$ cat config.mk
export PLATFORM = sky130hd
export DESIGN_NAME = seg_scan_ctrl_flat
export DESIGN_NICKNAME = d
export VERILOG_FILES = /design/src/rtl/seg_scan_ctrl_if.sv /design/src/rtl/seg_scan_ctrl.sv /design/src/flat_wrapper.sv
export SDC_FILE = /design/constraint.sdc
export NUM_CORES = 1
export LEC_CHECK = 0
export BUFFER_PORTS_ARGS = -buffer_cell sky130_fd_sc_hd__buf_2
export CORE_AREA = 5 5 112 114
export CTS_BUF_LIST = sky130_fd_sc_hd__clkbuf_8
export CTS_CLUSTER_DIAMETER = 80
export DETAILED_ROUTE_END_ITERATION = 16
export DIE_AREA = 0 0 117 119
export GPL_ROUTABILITY_DRIVEN = 1
export GPL_TIMING_DRIVEN = 0
export PLACE_DENSITY = 0.74
export SYNTH_ARGS = -nofsm -noshare
export SYNTH_HDL_FRONTEND = slang
export SYNTH_SLANG_ARGS = --single-unit
$ cat constraint.sdc
create_clock -name clk -period 9.4 [get_ports clk]
set_clock_uncertainty 0.2 [all_clocks]
set_input_delay 1.88 -clock clk [delete_from_list [all_inputs] [get_ports clk]]
set_output_delay 1.88 -clock clk [all_outputs]
set_load 0.02 [all_outputs]
$ cat src/rtl/seg_scan_ctrl_if.sv
// Bundle between application logic and the 7-segment scan controller:
// display inputs (value, enables, dp, blink, lz, brightness) and pin-level outputs.
interface seg_scan_ctrl_if #(
    parameter int DIGITS   = 6,
    parameter int BRIGHT_W = 3
);
    logic [4*DIGITS-1:0] din;
    logic [DIGITS-1:0]   din_mask;
    logic [DIGITS-1:0]   point;
    logic [DIGITS-1:0]   blink_mask;
    logic                lz_blank;
    logic [BRIGHT_W-1:0] bright;
    logic [7:0]          seg_data;
    logic [DIGITS-1:0]   seg_sel;
    logic                frame_done;

    // No handshake: inputs are sampled once per frame, outputs are free-running pin levels.
    modport master (
        output din, din_mask, point, blink_mask, lz_blank, bright,
        input  seg_data, seg_sel, frame_done
    );

    modport slave (
        input  din, din_mask, point, blink_mask, lz_blank, bright,
        output seg_data, seg_sel, frame_done
    );
endinterface

$ cat src/rtl/seg_scan_ctrl.sv
// Multiplexed 7-segment scan controller: frame-latched hex display with blink,
// leading-zero suppression, PWM brightness and a dark guard interval per slot.
module seg_scan_ctrl #(
    parameter int DIGITS         = 6,
    parameter int SCAN_CYCLES    = 50000,
    parameter int GUARD_CYCLES   = 500,
    parameter int BRIGHT_W       = 3,
    parameter int BLINK_CYCLES   = 25000000,
    parameter int SEG_ACTIVE_LOW = 1,
    parameter int SEL_ACTIVE_LOW = 1
) (
    input  logic           clk,
    input  logic           rst_n,
    seg_scan_ctrl_if.slave bus
);

    localparam int CNT_W = (SCAN_CYCLES > 1) ? $clog2(SCAN_CYCLES) : 1;
    localparam int IDX_W = (DIGITS > 1) ? $clog2(DIGITS) : 1;
    localparam int BLK_W = (BLINK_CYCLES > 1) ? $clog2(BLINK_CYCLES) : 1;
    localparam int STEP  = (SCAN_CYCLES - GUARD_CYCLES) >> BRIGHT_W;

    localparam logic [7:0]        SEG_OFF = (SEG_ACTIVE_LOW != 0) ? 8'hFF : 8'h00;
    localparam logic [DIGITS-1:0] SEL_OFF = (SEL_ACTIVE_LOW != 0) ? {DIGITS{1'b1}} : {DIGITS{1'b0}};

    logic [CNT_W-1:0]    cnt_q, cnt_d;
    logic [IDX_W-1:0]    idx_q, idx_d;
    logic [BLK_W-1:0]    blink_cnt_q, blink_cnt_d;
    logic                blink_ph_q, blink_ph_d;

    logic [4*DIGITS-1:0] din_s_q, din_s_d;
    logic [DIGITS-1:0]   mask_s_q, mask_s_d;
    logic [DIGITS-1:0]   point_s_q, point_s_d;
    logic [DIGITS-1:0]   blink_s_q, blink_s_d;
    logic                lz_s_q, lz_s_d;
    logic [BRIGHT_W-1:0] bright_s_q, bright_s_d;

    logic [7:0]          seg_data_q, seg_data_d;
    logic [DIGITS-1:0]   seg_sel_q, seg_sel_d;
    logic                frame_done_q, frame_done_d;

    logic                slot_end, frame_end, blink_end;
    logic [DIGITS-1:0]   lz_supp;
    logic                lz_seen;
    logic [3:0]          nibble;
    logic                visible, in_win;
    logic [31:0]         cnt_ext, win_hi;
    logic [7:0]          seg_on;
    logic [DIGITS-1:0]   sel_on;

    function automatic logic [6:0] hex7(input logic [3:0] n);
        case (n)
            4'h0:    hex7 = 7'h3F;
            4'h1:    hex7 = 7'h06;
            4'h2:    hex7 = 7'h5B;
            4'h3:    hex7 = 7'h4F;
            4'h4:    hex7 = 7'h66;
            4'h5:    hex7 = 7'h6D;
            4'h6:    hex7 = 7'h7D;
            4'h7:    hex7 = 7'h07;
            4'h8:    hex7 = 7'h7F;
            4'h9:    hex7 = 7'h6F;
            4'hA:    hex7 = 7'h77;
            4'hB:    hex7 = 7'h7C;
            4'hC:    hex7 = 7'h39;
            4'hD:    hex7 = 7'h5E;
            4'hE:    hex7 = 7'h79;
            default: hex7 = 7'h71;
        endcase
    endfunction

    // Slot / digit / blink timing and the frame-boundary shadow capture.
    always_comb begin
        slot_end  = (cnt_q == CNT_W'(SCAN_CYCLES - 1));
        frame_end = slot_end && (idx_q == IDX_W'(DIGITS - 1));
        blink_end = (blink_cnt_q == BLK_W'(BLINK_CYCLES - 1));

        cnt_d = slot_end ? '0 : cnt_q + 1'b1;
        idx_d = idx_q;
        if (slot_end) begin
            idx_d = frame_end ? '0 : idx_q + 1'b1;
        end

        blink_cnt_d = blink_end ? '0 : blink_cnt_q + 1'b1;
        blink_ph_d  = blink_ph_q ^ blink_end;

        din_s_d    = din_s_q;
        mask_s_d   = mask_s_q;
        point_s_d  = point_s_q;
        blink_s_d  = blink_s_q;
        lz_s_d     = lz_s_q;
        bright_s_d = bright_s_q;
        if (frame_end) begin
            din_s_d    = bus.din;
            mask_s_d   = bus.din_mask;
            point_s_d  = bus.point;
            blink_s_d  = bus.blink_mask;
            lz_s_d     = bus.lz_blank;
            bright_s_d = bus.bright;
        end

        frame_done_d = frame_end;
    end

    // Walk from the most significant digit down; everything above the first
    // enabled nonzero digit is dark, digit 0 always survives.
    always_comb begin
        lz_seen = 1'b0;
        lz_supp = '0;
        for (int i = DIGITS - 1; i >= 0; i--) begin
            if (mask_s_q[i] && (din_s_q[4*i +: 4] != 4'h0)) begin
                lz_seen = 1'b1;
            end
            lz_supp[i] = lz_s_q && !lz_seen && (i != 0);
        end
    end

    always_comb begin
        nibble  = din_s_q[4*int'(idx_q) +: 4];
        visible = mask_s_q[idx_q] && !lz_supp[idx_q] && !(blink_ph_q && blink_s_q[idx_q]);

        // 32-bit arithmetic so the window end cannot wrap at full brightness.
        cnt_ext = 32'(cnt_q);
        win_hi  = 32'(GUARD_CYCLES) + 32'(STEP) * (32'(bright_s_q) + 32'd1);
        in_win  = (cnt_ext >= 32'(GUARD_CYCLES)) && (cnt_ext < win_hi);

        seg_on = {point_s_q[idx_q], hex7(nibble)};
        sel_on = {{(DIGITS-1){1'b0}}, 1'b1} << idx_q;

        seg_data_d = SEG_OFF;
        seg_sel_d  = SEL_OFF;
        if (in_win && visible) begin
            seg_data_d = (SEG_ACTIVE_LOW != 0) ? ~seg_on : seg_on;
            seg_sel_d  = (SEL_ACTIVE_LOW != 0) ? ~sel_on : sel_on;
        end
    end

    always_ff @(posedge clk or negedge rst_n) begin
        if (!rst_n) begin
            cnt_q        <= '0;
            idx_q        <= '0;
            blink_cnt_q  <= '0;
            blink_ph_q   <= 1'b0;
            din_s_q      <= '0;
            mask_s_q     <= '0;
            point_s_q    <= '0;
            blink_s_q    <= '0;
            lz_s_q       <= 1'b0;
            bright_s_q   <= '0;
            seg_data_q   <= SEG_OFF;
            seg_sel_q    <= SEL_OFF;
            frame_done_q <= 1'b0;
        end else begin
            cnt_q        <= cnt_d;
            idx_q        <= idx_d;
            blink_cnt_q  <= blink_cnt_d;
            blink_ph_q   <= blink_ph_d;
            din_s_q      <= din_s_d;
            mask_s_q     <= mask_s_d;
            point_s_q    <= point_s_d;
            blink_s_q    <= blink_s_d;
            lz_s_q       <= lz_s_d;
            bright_s_q   <= bright_s_d;
            seg_data_q   <= seg_data_d;
            seg_sel_q    <= seg_sel_d;
            frame_done_q <= frame_done_d;
        end
    end

    assign bus.seg_data   = seg_data_q;
    assign bus.seg_sel    = seg_sel_q;
    assign bus.frame_done = frame_done_q;

endmodule

$ cat src/flat_wrapper.sv
// flat-port wrapper written by rule: the top's interface ports become plain ports
module seg_scan_ctrl_flat 
#(
    parameter int DIGITS         = 6,
    parameter int SCAN_CYCLES    = 50000,
    parameter int GUARD_CYCLES   = 500,
    parameter int BRIGHT_W       = 3,
    parameter int BLINK_CYCLES   = 25000000,
    parameter int SEG_ACTIVE_LOW = 1,
    parameter int SEL_ACTIVE_LOW = 1
)
  (clk, rst_n, bus_din, bus_din_mask, bus_point, bus_blink_mask, bus_lz_blank, bus_bright, bus_seg_data, bus_seg_sel, bus_frame_done);
  seg_scan_ctrl_if #(.DIGITS(DIGITS), .BRIGHT_W(BRIGHT_W)) bus_i ();
  input  logic clk;
  input  logic rst_n;
  input wire logic [$bits(bus_i.din)-1:0] bus_din;
  input wire logic [$bits(bus_i.din_mask)-1:0] bus_din_mask;
  input wire logic [$bits(bus_i.point)-1:0] bus_point;
  input wire logic [$bits(bus_i.blink_mask)-1:0] bus_blink_mask;
  input wire logic [$bits(bus_i.lz_blank)-1:0] bus_lz_blank;
  input wire logic [$bits(bus_i.bright)-1:0] bus_bright;
  output wire logic [$bits(bus_i.seg_data)-1:0] bus_seg_data;
  output wire logic [$bits(bus_i.seg_sel)-1:0] bus_seg_sel;
  output wire logic [$bits(bus_i.frame_done)-1:0] bus_frame_done;
  assign bus_i.din = bus_din;
  assign bus_i.din_mask = bus_din_mask;
  assign bus_i.point = bus_point;
  assign bus_i.blink_mask = bus_blink_mask;
  assign bus_i.lz_blank = bus_lz_blank;
  assign bus_i.bright = bus_bright;
  assign bus_seg_data = bus_i.seg_data;
  assign bus_seg_sel = bus_i.seg_sel;
  assign bus_frame_done = bus_i.frame_done;
  seg_scan_ctrl #(.DIGITS(DIGITS), .SCAN_CYCLES(SCAN_CYCLES), .GUARD_CYCLES(GUARD_CYCLES), .BRIGHT_W(BRIGHT_W), .BLINK_CYCLES(BLINK_CYCLES), .SEG_ACTIVE_LOW(SEG_ACTIVE_LOW), .SEL_ACTIVE_LOW(SEL_ACTIVE_LOW)) u_core (.clk(clk), .rst_n(rst_n), .bus(bus_i));
endmodule
==> impl_metrics.csv <==
group,metric,value,unit
clock_tree,clkTransAtPathRegs,100,ps
routing,ant_nets,0,
setup_path,slowest_stage,"xnor2_1",
sta,relSlewSlack,0.487,
yosys,synth_edf_count,0,
die,io_pins,63,
yosys,syn_area_per_cell,9.56,um^2
yosys,synthMuxAreaShare,0.0446,
clock_tree,hold_buffers,0,
power_and_ir_drop,vdd_drop_max,0.0688,mV
die,num_rows,39,
power_and_ir_drop,cellPowerDensity,111,nW/um^2
clock_tree,cts-buffers-inserted,9,
sta,rsz0062_at_grt,"no",
yosys,yosys_warnings,0,
yosys,synth_xor_area_frac,0.0662,
global_route,grt_pass1_vias,4641,
final_layout,nNetsFinal,814,
job,drv_cap,0,
clock_tree,cts_tree,"built",
sta,drv_slew,0,
yosys,synthSimpleGateAreaFrac,0.216,
yosys,synth-compound-area-share,0.0755,
global_route,grt_usage,0.194,
sta,setup_viol,0,
final_layout,seq_area,2670,um^2
routing,drc_errors,0,
global_route,grt_first_pass_wirelength,21800,um
final_layout,multi_input_area,3170,um^2
worst_hold_path,hold_class,"reg2reg",
setup_path,cp_num_buf_inv,2,
setup_path,critPathMaxFanout,10,
yosys,synth_nets,740,
routing,vias_per_cell,5.39,
global_route,grt-ovfl-total,0,
place,dpl.hpwl,10000,um
yosys,netlist_area,6080,um^2
place,numPortBuffers,62,
yosys,yosysSeqAreaShare,0.439,
routing,routed_wl,13000,um
setup_path,start_kind,"flip-flop",
yosys,synthAdderAreaFrac,0.119,
routing,drt_iter0_drc,238,
setup_path,arrival,5440,ps
setup_path,cp_common_cell,"ha_1",
setup_path,required,9480,ps
global_route,grt_max_degree,61,
setup_path,endpoint_kind,"flip-flop",
yosys,synth_seq_cells,106,
die,dieArea,13900,um^2
clock_tree,cts_max_level,3,
final_layout,fillers,999,
sta,finalCriticalPeriod,5370,ps
clock_tree,postCtsSetupBuffers,0,
die,core-area,11300,um^2
final_layout,antennaDiodeCount,0,
yosys,synth_flop_cell,"dfrtp_1",
clock_tree,cts-root-buf,"clkbuf_8",
sta,finalHoldViolCount,0,
yosys,synth.area.top_cells,"dfrtp_1 38%, ha_1 11%, nand2_1 10%",
status,status,"finished, final reports clean",
routing,first_pass_iters,4,
setup_path,cp_slowest_stage_delay,590,ps
clock_tree,cts.sinks,106,
final_layout,syn_to_final_growth,11.7,%
global_route,antenna_found_initial,0,
die,die-width,117,um
power_and_ir_drop,leakage,3.20,nW
clock_tree,cts.repair.resized,0,
yosys,ys_async_sr_fraction,1.00,
routing,post_drt_wl_per_cell,15.2,um
yosys,synth_cells,636,
clock_tree,clk-insertion-delay-late,380,ps
yosys,synth_common_cells,"169 x nand2_1, 92 x dfrtp_1, 53 x ha_1",
yosys,synth_top_family_by_area,"simple AND/OR/NAND/NOR gates",
setup_path,critPathTopFamily,"adder cells",
routing,vias,4627,
yosys,synth_area_leader_cell,"dfrtp_1",
place,routabilityCongestion,0.851,
clock_tree,cts_max_path_buffers,2,
sta,finalCritPeriodShare,0.571,
yosys,ys_types,60,
sta,fmax,186,MHz
die,fp.dieH,119,um
sta,worst_pin_slew,769,ps
die,initial_utilization,0.537,
final_layout,drive_above_1_share,0.159,
yosys,synth.most_common_cell,"nand2_1",
sta,holdWs,278,ps
setup_path,path_class,"reg2reg",
setup_path,cp_cell_sequence,"ha_1, xnor2_1, ha_1, inv_1, ha_1, ha_1, fa_1, a21o_1, a21oi_1, o21bai_1, a21oi_1, xnor2_1, ha_1, a21oi_1, o21a_1, o221ai_1, a211oi_1, o311a_2, buf_6, nand3_1",
yosys,synth_top_area_frac,0.379,
sta,fin_setup_tns,0,ps
worst paths after layout:
| path | from | slack, ps | depth (start not counted) | end |
|---|---|---|---|---|
| setup / recovery | u_core.bright_s_q[1] | 4030 | 20 | u_core.bus.seg_sel[0] |
| hold / removal | u_core.point_s_q[2] | 280 | 2 | u_core.point_s_q[2] |
| setup reg to reg | u_core.bright_s_q[1] | 4030 | 20 | u_core.bus.seg_sel[0] |
| hold reg to reg | u_core.point_s_q[2] | 280 | 2 | u_core.point_s_q[2] |
| max in group asynchronous | rst_n | 6890 | 2 | u_core.bus.seg_sel[5] |
| min in group asynchronous | rst_n | 1360 | 1 | u_core.cnt_q[13] |
registers in the layout (all words and copies together), names as in the netlist:
name / flops
u_core.mask_s_q: 6
u_core.bus.seg_sel: 6
u_core.idx_q: 3
u_core.lz_s_q: 1
u_core.point_s_q: 6
u_core.blink_ph_q: 1
u_core.blink_s_q: 6
u_core.blink_cnt_q: 25
u_core.din_s_q: 24
u_core.bus.seg_data: 8
u_core.cnt_q: 16
u_core.bus.frame_done: 1
u_core.bright_s_q: 3
cell families (layout without fill, tap and decap cells):
family / count (synthesis) / after routing
AOI/OAI and AO/OA: 67 / 67
xor gates and xnor gates: 46 / 46
adders and majority gates: 56 / 56
buffers and inverters: 48 / 127
DFF: 106 / 106
muxes: 23 / 23
and+or+nand+nor: 290 / 290
layer usage:
| layer | wire length (um) | up-vias | GRT usage |
|---|---|---|---|
| met2 | 6270 | 100 | 0.312 |
| met1 | 6030 | 2211 | 0.269 |
| li1 | - | 2301 | - |
| met4 | 177 | 0 | 0.0566 |
| met5 | 0 | - | 0 |
| met3 | 523 | 15 | 0.0340 |
worst reg2reg max path, stage by stage (launching register included):
cell and delay, ps:
dfrtp_1 470, ha_1 230, xnor2_1 590, ha_1 270, inv_1 40, ha_1 260, ha_1 340, fa_1 470
a21o_1 200, a21oi_1 220, o21bai_1 90, a21oi_1 190, xnor2_1 150, ha_1 270, a21oi_1 150, o21a_1 120
o221ai_1 140, a211oi_1 280, o311a_2 300, buf_6 160, nand3_1 130
stage by stage:
step | area (um^2) | power, mW | utilization | worst slack [ps] | std cells
global route | 6800 | 0.785 | 0.600 | 3720 | 858
global placement | 6570 | 0.483 | 0.580 | 4250 | 841
CTS | 6800 | 0.766 | 0.600 | 4030 | 858
detailed placement | 6600 | 0.485 | 0.583 | 4100 | 842
floorplan | 6080 | 0.465 | - | 4740 | 636
finish | 6800 | 0.758 | 0.600 | 4030 | 858
layout by cell type, fill, tap and decap left out, drive strengths merged, types with 21 or more instances in the layout:
master,Yosys,layout
nor2,37,37
dfrtp,92,92
inv,25,28
xor2,25,25
xnor2,21,21
buf,6,69
nand2,169,169
nand3,25,25
clkbuf,16,25
ha,53,53
cell type report:
class | count | area share
Tap cell | 143 | 0.0263
Sequential cell | 106 | 0.393
Multi-Input combinational cell | 482 | 0.466
Buffer | 22 | 0.0212
Clock buffer | 9 | 0.0182
Timing Repair Buffer | 63 | 0.0501
Inverter | 26 | 0.0144
Clock inverter | 7 | 0.0105
power breakdown:
group          switching [mW]  internal (mW)  total (mW)  leakage [nW]
Sequential                  0          0.456       0.456          1.16
Clock                   0.158          0.124       0.282         0.108
Combinational          0.0115        0.00824      0.0197          1.93
(Power assumes the default switching activity.)
